==> src/rtl/zynq_pkg.sv <==
// System instance values for the Zynq shell reverse path, plus a small width helper.
package zynq_pkg;

   localparam int unsigned rev_num_chan_gp = 5;
   localparam int unsigned rev_width_gp    = 32;
   localparam logic [rev_num_chan_gp-1:0] rev_use_credits_gp = 5'b00001;
   localparam int unsigned max_credits_gp  = 32;

   // Index width that never collapses to zero bits for a single-entry range.
   function automatic int unsigned clog2_min1(input int unsigned n);
      return (n > 1) ? $clog2(n) : 1;
   endfunction

endpackage

==> src/rtl/bsg_arb_round_robin.sv <==
// Round-robin arbiter: priority starts at ptr and wraps; ptr moves past each granted requester.
module bsg_arb_round_robin #(
   parameter  int unsigned width_p = 5,
   localparam int unsigned lg_lp   = (width_p > 1) ? $clog2(width_p) : 1
) (
   input  logic               clk_i,
   input  logic               reset_i,
   input  logic [width_p-1:0] reqs_i,
   input  logic               yumi_i,
   output logic [width_p-1:0] grants_o,
   output logic [lg_lp-1:0]   grant_idx_o,
   output logic               v_o
);

   logic [lg_lp-1:0] ptr_q, ptr_d;
   logic             found_c;

   // Scan requesters from ptr upward with wrap; grant only when the consumer takes it.
   always_comb begin
      int unsigned idx;
      idx         = 0;
      found_c     = 1'b0;
      grant_idx_o = '0;
      grants_o    = '0;
      ptr_d       = ptr_q;
      for (int unsigned i = 0; i < width_p; i++) begin
         idx = 32'(ptr_q) + i;
         if (idx >= width_p) idx = idx - width_p;
         if (!found_c && reqs_i[lg_lp'(idx)]) begin
            found_c     = 1'b1;
            grant_idx_o = lg_lp'(idx);
         end
      end
      v_o = found_c & yumi_i;
      if (v_o) begin
         grants_o[grant_idx_o] = 1'b1;
         ptr_d = (grant_idx_o == lg_lp'(width_p - 1)) ? '0 : grant_idx_o + lg_lp'(1);
      end
   end

   // Pointer register.
   always_ff @(posedge clk_i) begin
      if (reset_i) ptr_q <= '0;
      else         ptr_q <= ptr_d;
   end

endmodule

==> src/rtl/zynq_rev_credit_arb.sv <==
// Reverse-path (PL->PS) arbiter with per-channel credit gating and a registered output beat.
module zynq_rev_credit_arb
   import zynq_pkg::*;
#(
   parameter  int unsigned num_chan_p               = rev_num_chan_gp,
   parameter  int unsigned width_p                  = rev_width_gp,
   parameter  logic [num_chan_p-1:0] use_credits_p  = num_chan_p'(rev_use_credits_gp),
   parameter  int unsigned max_credits_p            = max_credits_gp,
   localparam int unsigned credit_lg_lp             = $clog2(max_credits_p + 1),
   localparam int unsigned chan_lg_lp               = clog2_min1(num_chan_p)
) (
   input  logic                               clk_i,
   input  logic                               reset_i,
   input  logic [num_chan_p-1:0]              v_i,
   input  logic [num_chan_p*width_p-1:0]      data_i,
   output logic [num_chan_p-1:0]              yumi_o,
   output logic                               v_o,
   output logic [width_p-1:0]                 data_o,
   output logic [chan_lg_lp-1:0]              chan_o,
   input  logic                               ready_and_i,
   input  logic [num_chan_p-1:0]              credit_v_i,
   output logic [num_chan_p*credit_lg_lp-1:0] credits_o,
   output logic                               overflow_o
);

   localparam logic [credit_lg_lp-1:0] max_cnt_lp = credit_lg_lp'(max_credits_p);

   logic [num_chan_p-1:0]   elig_c;
   logic [num_chan_p-1:0]   grant_c;
   logic [chan_lg_lp-1:0]   grant_idx_c;
   logic                    grant_v_c;
   logic                    load_c;
   logic [credit_lg_lp-1:0] cnt_c [num_chan_p];
   logic [num_chan_p-1:0]   ovf_evt_c;

   logic                    v_q, v_d;
   logic [width_p-1:0]      data_q, data_d;
   logic [chan_lg_lp-1:0]   chan_q, chan_d;
   logic                    overflow_q, overflow_d;

   // Output register can take a new beat when empty or draining; nothing is taken during reset.
   always_comb load_c = (~v_q | ready_and_i) & ~reset_i;

   for (genvar k = 0; k < num_chan_p; k++) begin : g_chan
      if (use_credits_p[k]) begin : g_credit
         logic [credit_lg_lp-1:0] cnt_q, cnt_d;
         logic                    ovf_c;

         // Up/down credit count; a return into a full counter is flagged instead of wrapping.
         always_comb begin
            cnt_d = cnt_q;
            ovf_c = 1'b0;
            unique case ({yumi_o[k], credit_v_i[k]})
               2'b10: cnt_d = cnt_q - credit_lg_lp'(1);
               2'b01: begin
                  if (cnt_q == max_cnt_lp) ovf_c = 1'b1;
                  else                     cnt_d = cnt_q + credit_lg_lp'(1);
               end
               default: cnt_d = cnt_q;
            endcase
         end

         // Credit counter register, full after reset.
         always_ff @(posedge clk_i) begin
            if (reset_i) cnt_q <= max_cnt_lp;
            else         cnt_q <= cnt_d;
         end

         assign cnt_c[k]     = cnt_q;
         assign ovf_evt_c[k] = ovf_c;
      end else begin : g_free
         logic unused_credit_c;
         assign unused_credit_c = credit_v_i[k];
         assign cnt_c[k]        = max_cnt_lp;
         assign ovf_evt_c[k]    = 1'b0;
      end

      assign elig_c[k] = v_i[k] & (~use_credits_p[k] | (cnt_c[k] != '0));
      assign credits_o[k*credit_lg_lp +: credit_lg_lp] = cnt_c[k];
   end

   bsg_arb_round_robin #(
      .width_p (num_chan_p)
   ) u_rr (
      .clk_i       (clk_i),
      .reset_i     (reset_i),
      .reqs_i      (elig_c),
      .yumi_i      (load_c),
      .grants_o    (grant_c),
      .grant_idx_o (grant_idx_c),
      .v_o         (grant_v_c)
   );

   assign yumi_o = grant_c;

   // Next output beat: load the granted channel, go empty on no grant, hold under backpressure.
   always_comb begin
      v_d        = v_q;
      data_d     = data_q;
      chan_d     = chan_q;
      overflow_d = overflow_q | (|ovf_evt_c);
      if (load_c) begin
         v_d = grant_v_c;
         if (grant_v_c) begin
            chan_d = grant_idx_c;
            for (int unsigned k = 0; k < num_chan_p; k++) begin
               if (chan_lg_lp'(k) == grant_idx_c) data_d = data_i[k*width_p +: width_p];
            end
         end
      end
   end

   // Output stage and sticky overflow registers.
   always_ff @(posedge clk_i) begin
      if (reset_i) begin
         v_q        <= 1'b0;
         data_q     <= '0;
         chan_q     <= '0;
         overflow_q <= 1'b0;
      end else begin
         v_q        <= v_d;
         data_q     <= data_d;
         chan_q     <= chan_d;
         overflow_q <= overflow_d;
      end
   end

   assign v_o        = v_q;
   assign data_o     = data_q;
   assign chan_o     = chan_q;
   assign overflow_o = overflow_q;

endmodule
==> config.mk <==
export PLATFORM = sky130hd
export DESIGN_NAME = zynq_rev_credit_arb
export DESIGN_NICKNAME = d
export VERILOG_FILES = /design/src/rtl/zynq_pkg.sv /design/src/rtl/bsg_arb_round_robin.sv /design/src/rtl/zynq_rev_credit_arb.sv
export SDC_FILE = /design/constraint.sdc
export NUM_CORES = 1
export LEC_CHECK = 0
export CAP_MARGIN = 10
export CORE_ASPECT_RATIO = 1.4
export CORE_MARGIN = 4
export CORE_UTILIZATION = 40
export CTS_CLUSTER_SIZE = 30
export DETAILED_ROUTE_END_ITERATION = 7
export GPL_TIMING_DRIVEN = 0
export HOLD_SLACK_MARGIN = 0.06
export PLACE_DENSITY = 0.77
export SLEW_MARGIN = 20
export SYNTH_ARGS = -nofsm -noshare
export SYNTH_HDL_FRONTEND = slang
export SYNTH_SLANG_ARGS = --single-unit
==> constraint.sdc <==
create_clock -name clk_i -period 13.2 [get_ports clk_i]
set_clock_uncertainty 0.2 [all_clocks]
set_input_delay 3.3 -clock clk_i [delete_from_list [all_inputs] [get_ports clk_i]]
set_output_delay 3.3 -clock clk_i [all_outputs]
set_load 0.02 [all_outputs]
==> results by group, run 1 <==
Status
  – Status: completed

Placement
  – GP Congestion: 0.884
  – Pre-CTS setup slack: 2.57 ns
  – IO buf count: 214
  – DP HPWL: 15,600 um
  – Placed instance area: 7660 um2

CTS
  – H-Tree Level Count: 2
  – Postcts setup bufs: 0
  – TritonCTS clock tree: yes
  – Clk_lat worst skew: 0.28 ns
  – PostCTS Resize Cnt: 0
  – Hold Buf Count CTS: 0
  – Clock sink total: 46
  – Clock Tree Buf Depth: 2
  – Clk slew on worst S/H paths: 0.06 ns
  – CTS Buf Count: 5
  – Root buf cell: clkbuf_16

Final layout
  – Final Cell Area: 7810 um2
  – Area Growth Syn to Fin: 48.9%
  – Footprint of the multi-input gates: 3920 um2
  – Final core occ: 0.606
  – Diode count: 0
  – Fill cells: 1,190
  – Share of post-route cells with drive strength above 1: 0.0895
  – Register Area: 921 um2
  – Final Net Count: 1,074
  – Most used cells in the layout excluding fill and tap cells: clkdlybuf4s50_1, mux2i_1, a21oi_1, dfxtp_1, nor2b_1
  – Leading cell type in the layout, fill and taps excluded: clkdlybuf4s50_1

Route
  – DRT Wirelength: 18,700 um
  – Vias: 5,576
  – DRT antenna net count: 0
  – Number of vias per cell: 5.38
  – DR WL/cell: 18.1 um
  – Number of DRC markers in iteration 0: 172
  – Pre-antenna DRT Iters: 4
  – DRC viols: 0

Floorplanning
  – DIE AREA: 15,000 um2
  – Die Wd: 105 um
  – IO Count: 245
  – FP Rows: 49
  – Initial core utilization: 0.407
  – Core Area: 12,900 um2
  – Die Y: 143 um

Critical path
  – Worst Path Max Fanout: 8
  – Critical Path RT: 9.70 ns
  – Critical path, cell by cell: clkdlybuf4s50_1, mux2_2, a211oi_1, a311oi_1, o31a_1, nor3_1, nand2b_4, o41ai_4, inv_1, nor3_1, clkdlybuf4s50_1
  – Startpoint Class: input port
  – Slowest CP cell: clkdlybuf4s50_1
  – CP max stage delay: 0.67 ns
  – Critical path class: in2out
  – Critical path endpoint category: output port
  – Worst EP arrival: 7.14 ns

Logic synthesis
  – Top cell type's share of synthesized area: 0.176
  – Post-Synthesis Mean Instance Area: 8.21 um2
  – Yosys warns: 0
  – Synth area leader: dfxtp_1
  – Netlist cell types: 71
  – Post-synth EDFFs: 0
  – Seq/Total Area, Yosys: 0.176
  – Synth Register Bits: 46
  – Asr flop ratio synth: 0
  – Synthesized cell area: 5240 um2
  – Mapped Cells: 639
  – Synth area leaders: dfxtp_1, mux2i_1, a22o_1, nor2b_1, nand2b_1
  – Synth Flop Type: dfxtp_1

Timing
  – Fmax: 94.0 MHz
  – Setup TNS: 0 ns
  – Fin crit share: 0.806
  – RSZ-0062 raised after global routing: no
  – Slew HR: 0.608
  – Fin crit period: 10.64 ns
  – Fin. Hold Viols: 0
  – Final-report setup violation count: 0
  – Slew Viols, Final: 0
  – Slack of the critical path: 2.56 ns
  – Worst slew pin tran: 0.588 ns

Hold path
  – Worst Hold Class: reg2reg

GRT
  – Number of global-route vias before repair: 5,634
  – Largest net degree at the start of global routing: 14
  – Remaining Overflow, GRT: 0
  – GRT Util Overall: 0.236
  – First-pass GRT wire length: 28,400 um
  – Initial antenna violation count: 0

Power
  – Worst VDD drop: 0.249 mV
  – Pwr Density: 340 nW/um2
  – Lkg Pwr: 3.53 nW

Job
  – Total of max-cap violations: 0
power breakdown:
| part | total (W) | switching (W) | internal (W) | leakage (nW) |
|---|---|---|---|---|
| registers | 0.000240 | 0.0000354 | 0.000205 | 0.382 |
| logic | 0.00228 | 0.00125 | 0.00103 | 3.08 |
| clock network | 0.000128 | 0.0000531 | 0.0000752 | 0.0739 |
| total | 0.00265 | 0.00134 | 0.00131 | 3.53 |
metrics by stage:
step	total power, W	hold WS (ns)	std cells
finish	0.00265	0.272	1036
detailed placement	0.00252	0.262	1028
floorplan	0.00191	0.333	661
CTS	0.00265	0.276	1036
global route	0.00287	0.313	1036
global placement	0.00249	0.257	1028
per-layer routing:
metal  track usage  share of wire
met5             0              0
met4        0.0739          0.026
met3        0.0521          0.066
met2         0.480           0.55
met1         0.235           0.36
state kept, by name (all words and copies together), names as in the netlist:
signal	flops
overflow_o	1
data_o	32
chan_o	3
u_rr.ptr_q	3
v_o	1
g_chan.g_credit.cnt_q	6
synthesized netlist by cell type (all sizes together) (3+ instances only):
cell    instances
mux2           40
o31ai           6
clkbuf         32
xnor2           3
o21ai          12
a31oi          36
a21o            4
a22o           32
or2             3
and3            5
o31a            3
ha             17
nand2          20
mux2i          75
and2            5
buf            43
dfxtp          46
a211oi          5
nor2b          44
nand3          10
o211ai          3
nor3b           4
o22ai           3
nor3           10
nand2b         43
inv            16
nor2           29
a21oi          50
logic make-up (layout without fill, tap and decap cells):
family                     after synthesis  count (layout)  synth area share
muxes                                  115             115             0.233
and+or+nand+nor                        187             187             0.205
AOI/OAI and AO/OA                      175             175             0.237
DFF                                     46              46             0.176
other                                    2              24           0.00143
adders and majority gates               19              19            0.0482
xor gates and xnor gates                 4               4           0.00668
buffers and inverters                   91             313            0.0933
path summary, 6_finish.rpt:
check | startpoint | end | slack, ns | cells after the start
worst max-delay path | v_i[2] | yumi_o[2] | 2.56 | 11
worst min-delay path | overflow_o | overflow_o | 0.27 | 2
worst max register to register | u_rr.ptr_q[1] | data_o[8] | 6.60 | 20
worst min register to register | overflow_o | overflow_o | 0.27 | 2
area by class of cell:
cell class / instances / share of cell area
Inverter: 16 / 0.00769
Clock inverter: 1 / 0.000641
Tap cell: 153 / 0.0245
Timing Repair Buffer: 214 / 0.274
Sequential cell: 46 / 0.118
Buffer: 75 / 0.0550
Multi-Input combinational cell: 524 / 0.502
Clock buffer: 7 / 0.0183
critical path: cells and delay by family:
family / cells / cell delay, ns
AO/OA/AOI/OAI: 4 / 1.08
multiplexers: 1 / 0.38
buffers and inverters: 3 / 1.44
AND/OR/NAND/NOR: 3 / 0.94
Power figures use the tool's default switching activity.
==> run 2: changes to the inputs <==
--- a/config.mk
+++ b/config.mk
@@ -8,12 +8,12 @@
 export CAP_MARGIN = 10
 export CORE_ASPECT_RATIO = 1.4
 export CORE_MARGIN = 4
-export CORE_UTILIZATION = 40
+export CORE_UTILIZATION = 39
 export CTS_CLUSTER_SIZE = 30
 export DETAILED_ROUTE_END_ITERATION = 7
 export GPL_TIMING_DRIVEN = 0
 export HOLD_SLACK_MARGIN = 0.06
-export PLACE_DENSITY = 0.77
+export PLACE_DENSITY = 0.79
 export SLEW_MARGIN = 20
 export SYNTH_ARGS = -nofsm -noshare
 export SYNTH_HDL_FRONTEND = slang
==> constraint.sdc (replaced) <==
create_clock -name clk_i -period 9 [get_ports clk_i]
set_clock_uncertainty 0.2 [all_clocks]
set_input_delay 2.25 -clock clk_i [delete_from_list [all_inputs] [get_ports clk_i]]
set_output_delay 2.25 -clock clk_i [all_outputs]
set_load 0.02 [all_outputs]
==> run 2 against run 1 <==
Via count is 0.27% higher. Sequential cell count stayed put. Die area is 2.4% higher. Core utilization is 0.33 points lower. Sequential share of layout area hardly changed. Critical path depth is 1 higher. Critical path type unchanged.
==> results by group, run 2 (synthesis results as in run 1) <==
Timing
  – Slew Viols, Final: 0 (unchanged)
  – Slew HR: 0.589 (-0.0193)
  – Fmax: 117 MHz
  – Fin. Hold Viols: 0 (unchanged)
  – Slack of the critical path: 0.482 ns (-2.08 ns)
  – Final-report setup violation count: 0 (unchanged)
  – Worst slew pin tran: 0.601 ns (+0.0134 ns)
  – Setup TNS: 0 ns (unchanged)
  – Fin crit share: 0.946
  – RSZ-0062 raised after global routing: no
  – Fin crit period: 8.52 ns

Critical path
  – Critical path endpoint category: output port
  – Worst Path Max Fanout: 7 (-1)
  – R2R setup slack: 2.59 ns (-4.01 ns)
  – Reg2Reg Launch Point: u_rr.ptr_q[1]
  – Startpoint Class: input port
  – Reg2reg end: data_o[17]
  – Critical path class: in2out
  – Worst EP arrival: 6.07 ns (-1.07 ns)
  – Critical Path RT: 6.55 ns (-3.15 ns)
  – CP Capture Point: yumi_o[1]
  – Worst Setup SP: v_i[4]
  – Reg2reg path depth: 20 (unchanged)

Power
  – Pwr Density: 494 nW/um2 (+45%)
  – Sequential share of power: 0.091 (about the same)
  – Clk pwr share: 0.049 (about the same)
  – Worst VDD drop: 0.439 mV (+76%)
  – Internal: 0.00192 W (+47%)
  – P_sw: 0.00195 W (+45%)
  – Power, Total: 0.00387 W (+46%)
  – Comb power frac: 0.860 (about the same)
  – Switching Share: 0.504 (-0.00185)
  – Lkg Pwr: 3.53 nW (unchanged)

Route
  – DRT Wirelength: 18,600 um (-0.61%)
  – Pre-antenna DRT Iters: 5 (+1)
  – DR WL/cell: 17.5 um (-3.0%)
  – Vias: 5,591 (+0.27%)
  – WL met1: 6620 um (-1.8%)
  – DR WL met2: 10,000 um (-2.1%)
  – Number of DRC markers in iteration 0: 235 (+37%)
  – DRT antenna net count: 0 (unchanged)
  – Routed met3 length: 1350 um (+9.8%)
  – Max Used Layer: met4
  – DRC viols: 0 (unchanged)
  – Number of vias per cell: 5.27 (-2.1%)

CTS
  – TritonCTS clock tree: yes
  – Clk slew on worst S/H paths: 0.06 ns (about the same)
  – Root buf cell: clkbuf_16
  – Clock sink total: 46 (unchanged)
  – Clk_lat worst skew: 0.28 ns (about the same)
  – CTS Buf Count: 5 (unchanged)
  – Hold Buf Count CTS: 0 (unchanged)
  – PostCTS Resize Cnt: 0 (unchanged)
  – H-Tree Level Count: 2 (unchanged)
  – Postcts setup bufs: 0 (unchanged)
  – Clock Tree Buf Depth: 2 (unchanged)

GRT
  – Largest net degree at the start of global routing: 14 (unchanged)
  – Number of global-route vias before repair: 5,716 (+1.5%)
  – GRT Util Overall: 0.233 (-0.00262)
  – Initial antenna violation count: 0 (unchanged)
  – First-pass GRT wire length: 28,900 um (+1.8%)
  – Remaining Overflow, GRT: 0 (unchanged)

Final layout
  – Diode count: 0 (unchanged)
  – Area Growth Syn to Fin: 49.5%
  – Leading cell type in the layout, fill and taps excluded: clkdlybuf4s50_1
  – Max reg flops: 32 (unchanged)
  – Most used cells in the layout excluding fill and tap cells: clkdlybuf4s50_1, mux2i_1, a21oi_1, dfxtp_1, nor2b_1
  – Share of post-route cells with drive strength above 1: 0.0895 (unchanged)
  – Final Cell Area: 7840 um2 (+0.40%)
  – Final Net Count: 1,074 (unchanged)

Floorplanning
  – Initial core utilization: 0.403 (-0.00384)
  – Die Y: 145 um (+1.2%)
  – FP Rows: 49 (unchanged)
  – Die Wd: 106 um (+1.2%)
  – Core Area: 13,000 um2 (+0.95%)
  – IO Count: 245 (unchanged)
  – DIE AREA: 15,400 um2 (+2.4%)

Placement
  – GP Congestion: 0.926 (+4.7%)
  – Placed instance area: 7690 um2 (+0.41%)
  – DP HPWL: 15,600 um (about the same)
  – Pre-CTS setup slack: 0.463 ns (-2.11 ns)
  – IO buf count: 214 (unchanged)

Hold path
  – Worst Hold Class: reg2reg

Status
  – Status: completed

Job
  – Total of max-cap violations: 0 (unchanged)
[run 2: cell counts in the layout (fill, tap and decap cells not counted)]
No cell type changed its count.
[run 2: worst max-delay path: stages]
cell             delay, ns
clkdlybuf4s50_1       0.51
inv_1                 0.19
nor3_1                0.10
o31ai_2               0.37
or4b_1                0.46
buf_2                 0.18
a211oi_1              0.30
a32oi_1               0.20
o21ai_2               0.39
inv_1                 0.19
nor2_1                0.25
clkdlybuf4s50_1       0.67
[run 2: worst min-delay path by stage]
stage | start | end | slack, ns | cells after the start
2_1_floorplan | chan_o[0] | chan_o[0] | 0.33 | 2
3_3_place_gp | overflow_o | overflow_o | 0.25 | 2
3_5_place_dp | chan_o[0] | chan_o[0] | 0.28 | 2
4_1_cts | chan_o[0] | chan_o[0] | 0.29 | 2
5_1_grt | chan_o[0] | chan_o[0] | 0.32 | 2
6_report | chan_o[0] | chan_o[0] | 0.29 | 2
[run 2: layer usage]
layer	GRT usage	vias up
met5	0	-
met4	0.0933	0
met3	0.0582	33
met1	0.236	2567
met2	0.448	215
li1	-	2776
[run 2: per-stage QoR]
| stage | std cells | hold slack [ns] | utilization |
|---|---|---|---|
| finish | 1061 | 0.288 | 0.603 |
| global route | 1061 | 0.318 | 0.603 |
| CTS | 1061 | 0.287 | 0.603 |
| detailed placement | 1053 | 0.279 | 0.592 |
| global placement | 1053 | 0.252 | 0.592 |
| floorplan | 661 | 0.333 | - |
[run 2: layout make-up]
| cell class | instances | area (um2) |
|---|---|---|
| multi-input cells | 524 | 3920 |
| well taps | 178 | 223 |
| clock inverters | 1 | 5.00 |
| inverters | 16 | 60.1 |
| fillers | 1199 | 5160 |
| clock buffers | 7 | 143 |
| plain buffers | 75 | 429 |
| repair buffers | 214 | 2140 |
| flip-flops and latches | 46 | 921 |
[run 2: power by group through the flow]
stage	sequential (W)	combinational [W]	clock [W]
after floorplan	0.000432	0.00237	0
after global placement	0.000353	0.00329	0
after detailed placement	0.000355	0.00332	0
after CTS	0.000352	0.00334	0.000191
after global routing	0.000362	0.00364	0.000199
final	0.000352	0.00333	0.000188
==> run 3: changes to the inputs <==
==> constraint.sdc (replaced) <==
create_clock -name clk_i -period 7.5 [get_ports clk_i]
set_clock_uncertainty 0.2 [all_clocks]
set_input_delay 1.875 -clock clk_i [delete_from_list [all_inputs] [get_ports clk_i]]
set_output_delay 1.875 -clock clk_i [all_outputs]
set_load 0.02 [all_outputs]
==> run 3 against run 2 <==
Register-to-register slack worse by 1.5 ns. Combinational power is 21% higher. First-iteration DRC count is 3.0% lower. Non-clock buffer count is 1 higher. Final cell count hardly changed. Critical path depth is 1 higher. Hold slack worse by 0.00062 ns. Sequential cell count stayed put. Core utilization is 0.39 points higher. Count of clock-buffer cells in the layout stayed put. Total power is 21% higher. Sequential power is 20% higher. Largest cell class unchanged.
==> results by group, run 3 (synthesis results as in run 1) <==
Placement
  – IO buf count: 214 (unchanged)
  – GP Congestion: 0.926 (unchanged)
  – DP HPWL: 15,600 um (unchanged)
  – Pre-CTS setup slack: -0.287 ns (-0.750 ns)
  – Dpl cells: 1,053 (unchanged)

GRT
  – Largest net degree at the start of global routing: 14 (unchanged)
  – Remaining Overflow, GRT: 0 (unchanged)
  – GRT Util Overall: 0.235 (+0.00119)
  – First-pass GRT wire length: 29,100 um (+0.48%)
  – Initial antenna violation count: 0 (unchanged)
  – Number of global-route vias before repair: 5,729 (+0.23%)

Critical path
  – Worst EP arrival: 5.26 ns (-0.81 ns)
  – CP top delay family: simple AND/OR/NAND/NOR gates
  – Critical path class: in2out
  – Critical path endpoint category: output port
  – Most numerous cell on the critical path: nor2_1
  – Worst Path Max Fanout: 7 (unchanged)
  – Slowest CP cell: clkdlybuf4s50_1
  – CP max stage delay: 0.61 ns (-0.06 ns)
  – Critical Path RT: 5.43 ns (-1.12 ns)
  – Critical path, cell by cell: clkdlybuf4s50_1, inv_2, nor3_2, o31ai_4, or4b_1, buf_2, nand2b_4, nor2_1, or3b_2, clkbuf_1, or2_2, nor2_1, dlygate4sd2_1
  – Startpoint Class: input port
  – Worst Path Buf+Inv: 5 (unchanged)

Floorplanning
  – Die Y: 145 um (unchanged)
  – DIE AREA: 15,400 um2 (unchanged)
  – FP Rows: 49 (unchanged)
  – Die Wd: 106 um (unchanged)
  – Core Area: 13,000 um2 (unchanged)
  – IO Count: 245 (unchanged)
  – Initial core utilization: 0.403 (unchanged)

Timing
  – Slew HR: 0.622 (+0.0333)
  – Worst slew pin tran: 0.565 ns (-0.0363 ns)
  – Fmax: 136 MHz
  – Fin crit period: 7.34 ns
  – Slew Viols, Final: 0 (unchanged)
  – Slack of the critical path: 0.163 ns (-0.319 ns)
  – Fin crit share: 0.978
  – Hold Slack: 0.288 ns (-0.000619 ns)
  – Fin. Hold Viols: 0 (unchanged)
  – Final-report setup violation count: 0 (unchanged)

Power
  – Pwr Density: 594 nW/um2 (+20%)
  – Worst VDD drop: 0.529 mV (+20%)
  – Lkg Pwr: 3.59 nW (+1.6%)

CTS
  – Clock Tree Buf Depth: 2 (unchanged)
  – H-Tree Level Count: 2 (unchanged)
  – Clk_lat worst skew: 0.28 ns (about the same)
  – Clk slew on worst S/H paths: 0.06 ns (about the same)
  – CTS Buf Count: 5 (unchanged)
  – Clock sink total: 46 (unchanged)
  – Root buf cell: clkbuf_16
  – TritonCTS clock tree: yes

Final layout
  – Fill cells: 1,198 (-0.083%)
  – Final Instance Count excl. Fillers: 1,062 (+0.094%)
  – Diode count: 0 (unchanged)
  – Area Growth Syn to Fin: 50.4%
  – Most used cells in the layout excluding fill and tap cells: clkdlybuf4s50_1, mux2i_1, a21oi_1, dfxtp_1, nor2b_1
  – Leading cell type in the layout, fill and taps excluded: clkdlybuf4s50_1
  – Max reg flops: 32 (unchanged)
  – Final core occ: 0.607 (+0.00385)
  – Final Net Count: 1,075 (+0.093%)
  – Share of post-route cells with drive strength above 1: 0.0995 (+0.0101)

Route
  – Number of vias per cell: 5.29 (+0.30%)
  – DRC viols: 0 (unchanged)
  – Vias: 5,613 (+0.39%)
  – Pre-antenna DRT Iters: 5 (unchanged)
  – Number of DRC markers in iteration 0: 228 (-3.0%)
  – DRT antenna net count: 0 (unchanged)
  – DRT Wirelength: 18,800 um (+1.0%)
  – DR WL/cell: 17.7 um (+0.90%)

Hold path
  – Worst Hold Class: reg2reg

Job
  – Total of max-cap violations: 0 (unchanged)

Status
  – Status: completed
[run 3: worst min-delay path: cells and delay by family (launching register included)]
kind | cells | cell delay (ns)
flip-flops | 1 | 0.33
AND/OR/NAND/NOR | 2 | 0.11
[run 3: cell type report]
class / count / area, um2 / area share
multi-input cells: 524 / 3960 / 0.502
inverters: 16 / 60.1 / 0.00761
well taps: 178 / 223 / 0.0282
flip-flops and latches: 46 / 921 / 0.117
clock buffers: 7 / 143 / 0.0181
clock inverters: 1 / 5.00 / 0.000634
plain buffers: 75 / 430 / 0.0546
repair buffers: 215 / 2150 / 0.272
[run 3: worst paths after layout]
| check | start | end | slack [ns] | cells after the start |
|---|---|---|---|---|
| max | v_i[4] | yumi_o[1] | 0.16 | 13 |
| min | chan_o[0] | chan_o[0] | 0.29 | 2 |
| max reg2reg | u_rr.ptr_q[1] | data_o[17] | 1.10 | 20 |
| min reg2reg | chan_o[0] | chan_o[0] | 0.29 | 2 |
[run 3: power breakdown]
group	total (W)	switching (W)	leakage, nW	internal, W
clock network	0.000226	0.0000935	0.0739	0.000132
registers	0.000423	0.0000626	0.382	0.000360
logic	0.00404	0.00221	3.14	0.00183
total	0.00469	0.00237	3.59	0.00232
[run 3: routing by layer]
layer,share of wire,wire length (um),track usage
met3,0.073,1380,0.0582
met1,0.35,6640,0.236
met5,0,0,0
met2,0.54,10200,0.453
met4,0.033,625,0.0920
[run 3: what timing repair did]
item,4_1_cts,5_1_grt
pin swaps,2,0
resized for setup,9,7
setup endpoints to repair,5,4
cloned,0,0
hold buffers,0,0
setup buffers,1,0
[run 3: stage by stage]
| step | total power [W] | area [um2] | setup TNS, ns |
|---|---|---|---|
| final | 0.00469 | 7890 | 0 |
| after global routing | 0.00509 | 7890 | -0.00920 |
| after CTS | 0.00468 | 7870 | 0 |
| after detailed placement | 0.00441 | 7690 | -0.673 |
| after global placement | 0.00437 | 7690 | -0.681 |
| after floorplan | 0.00336 | 5330 | 0 |
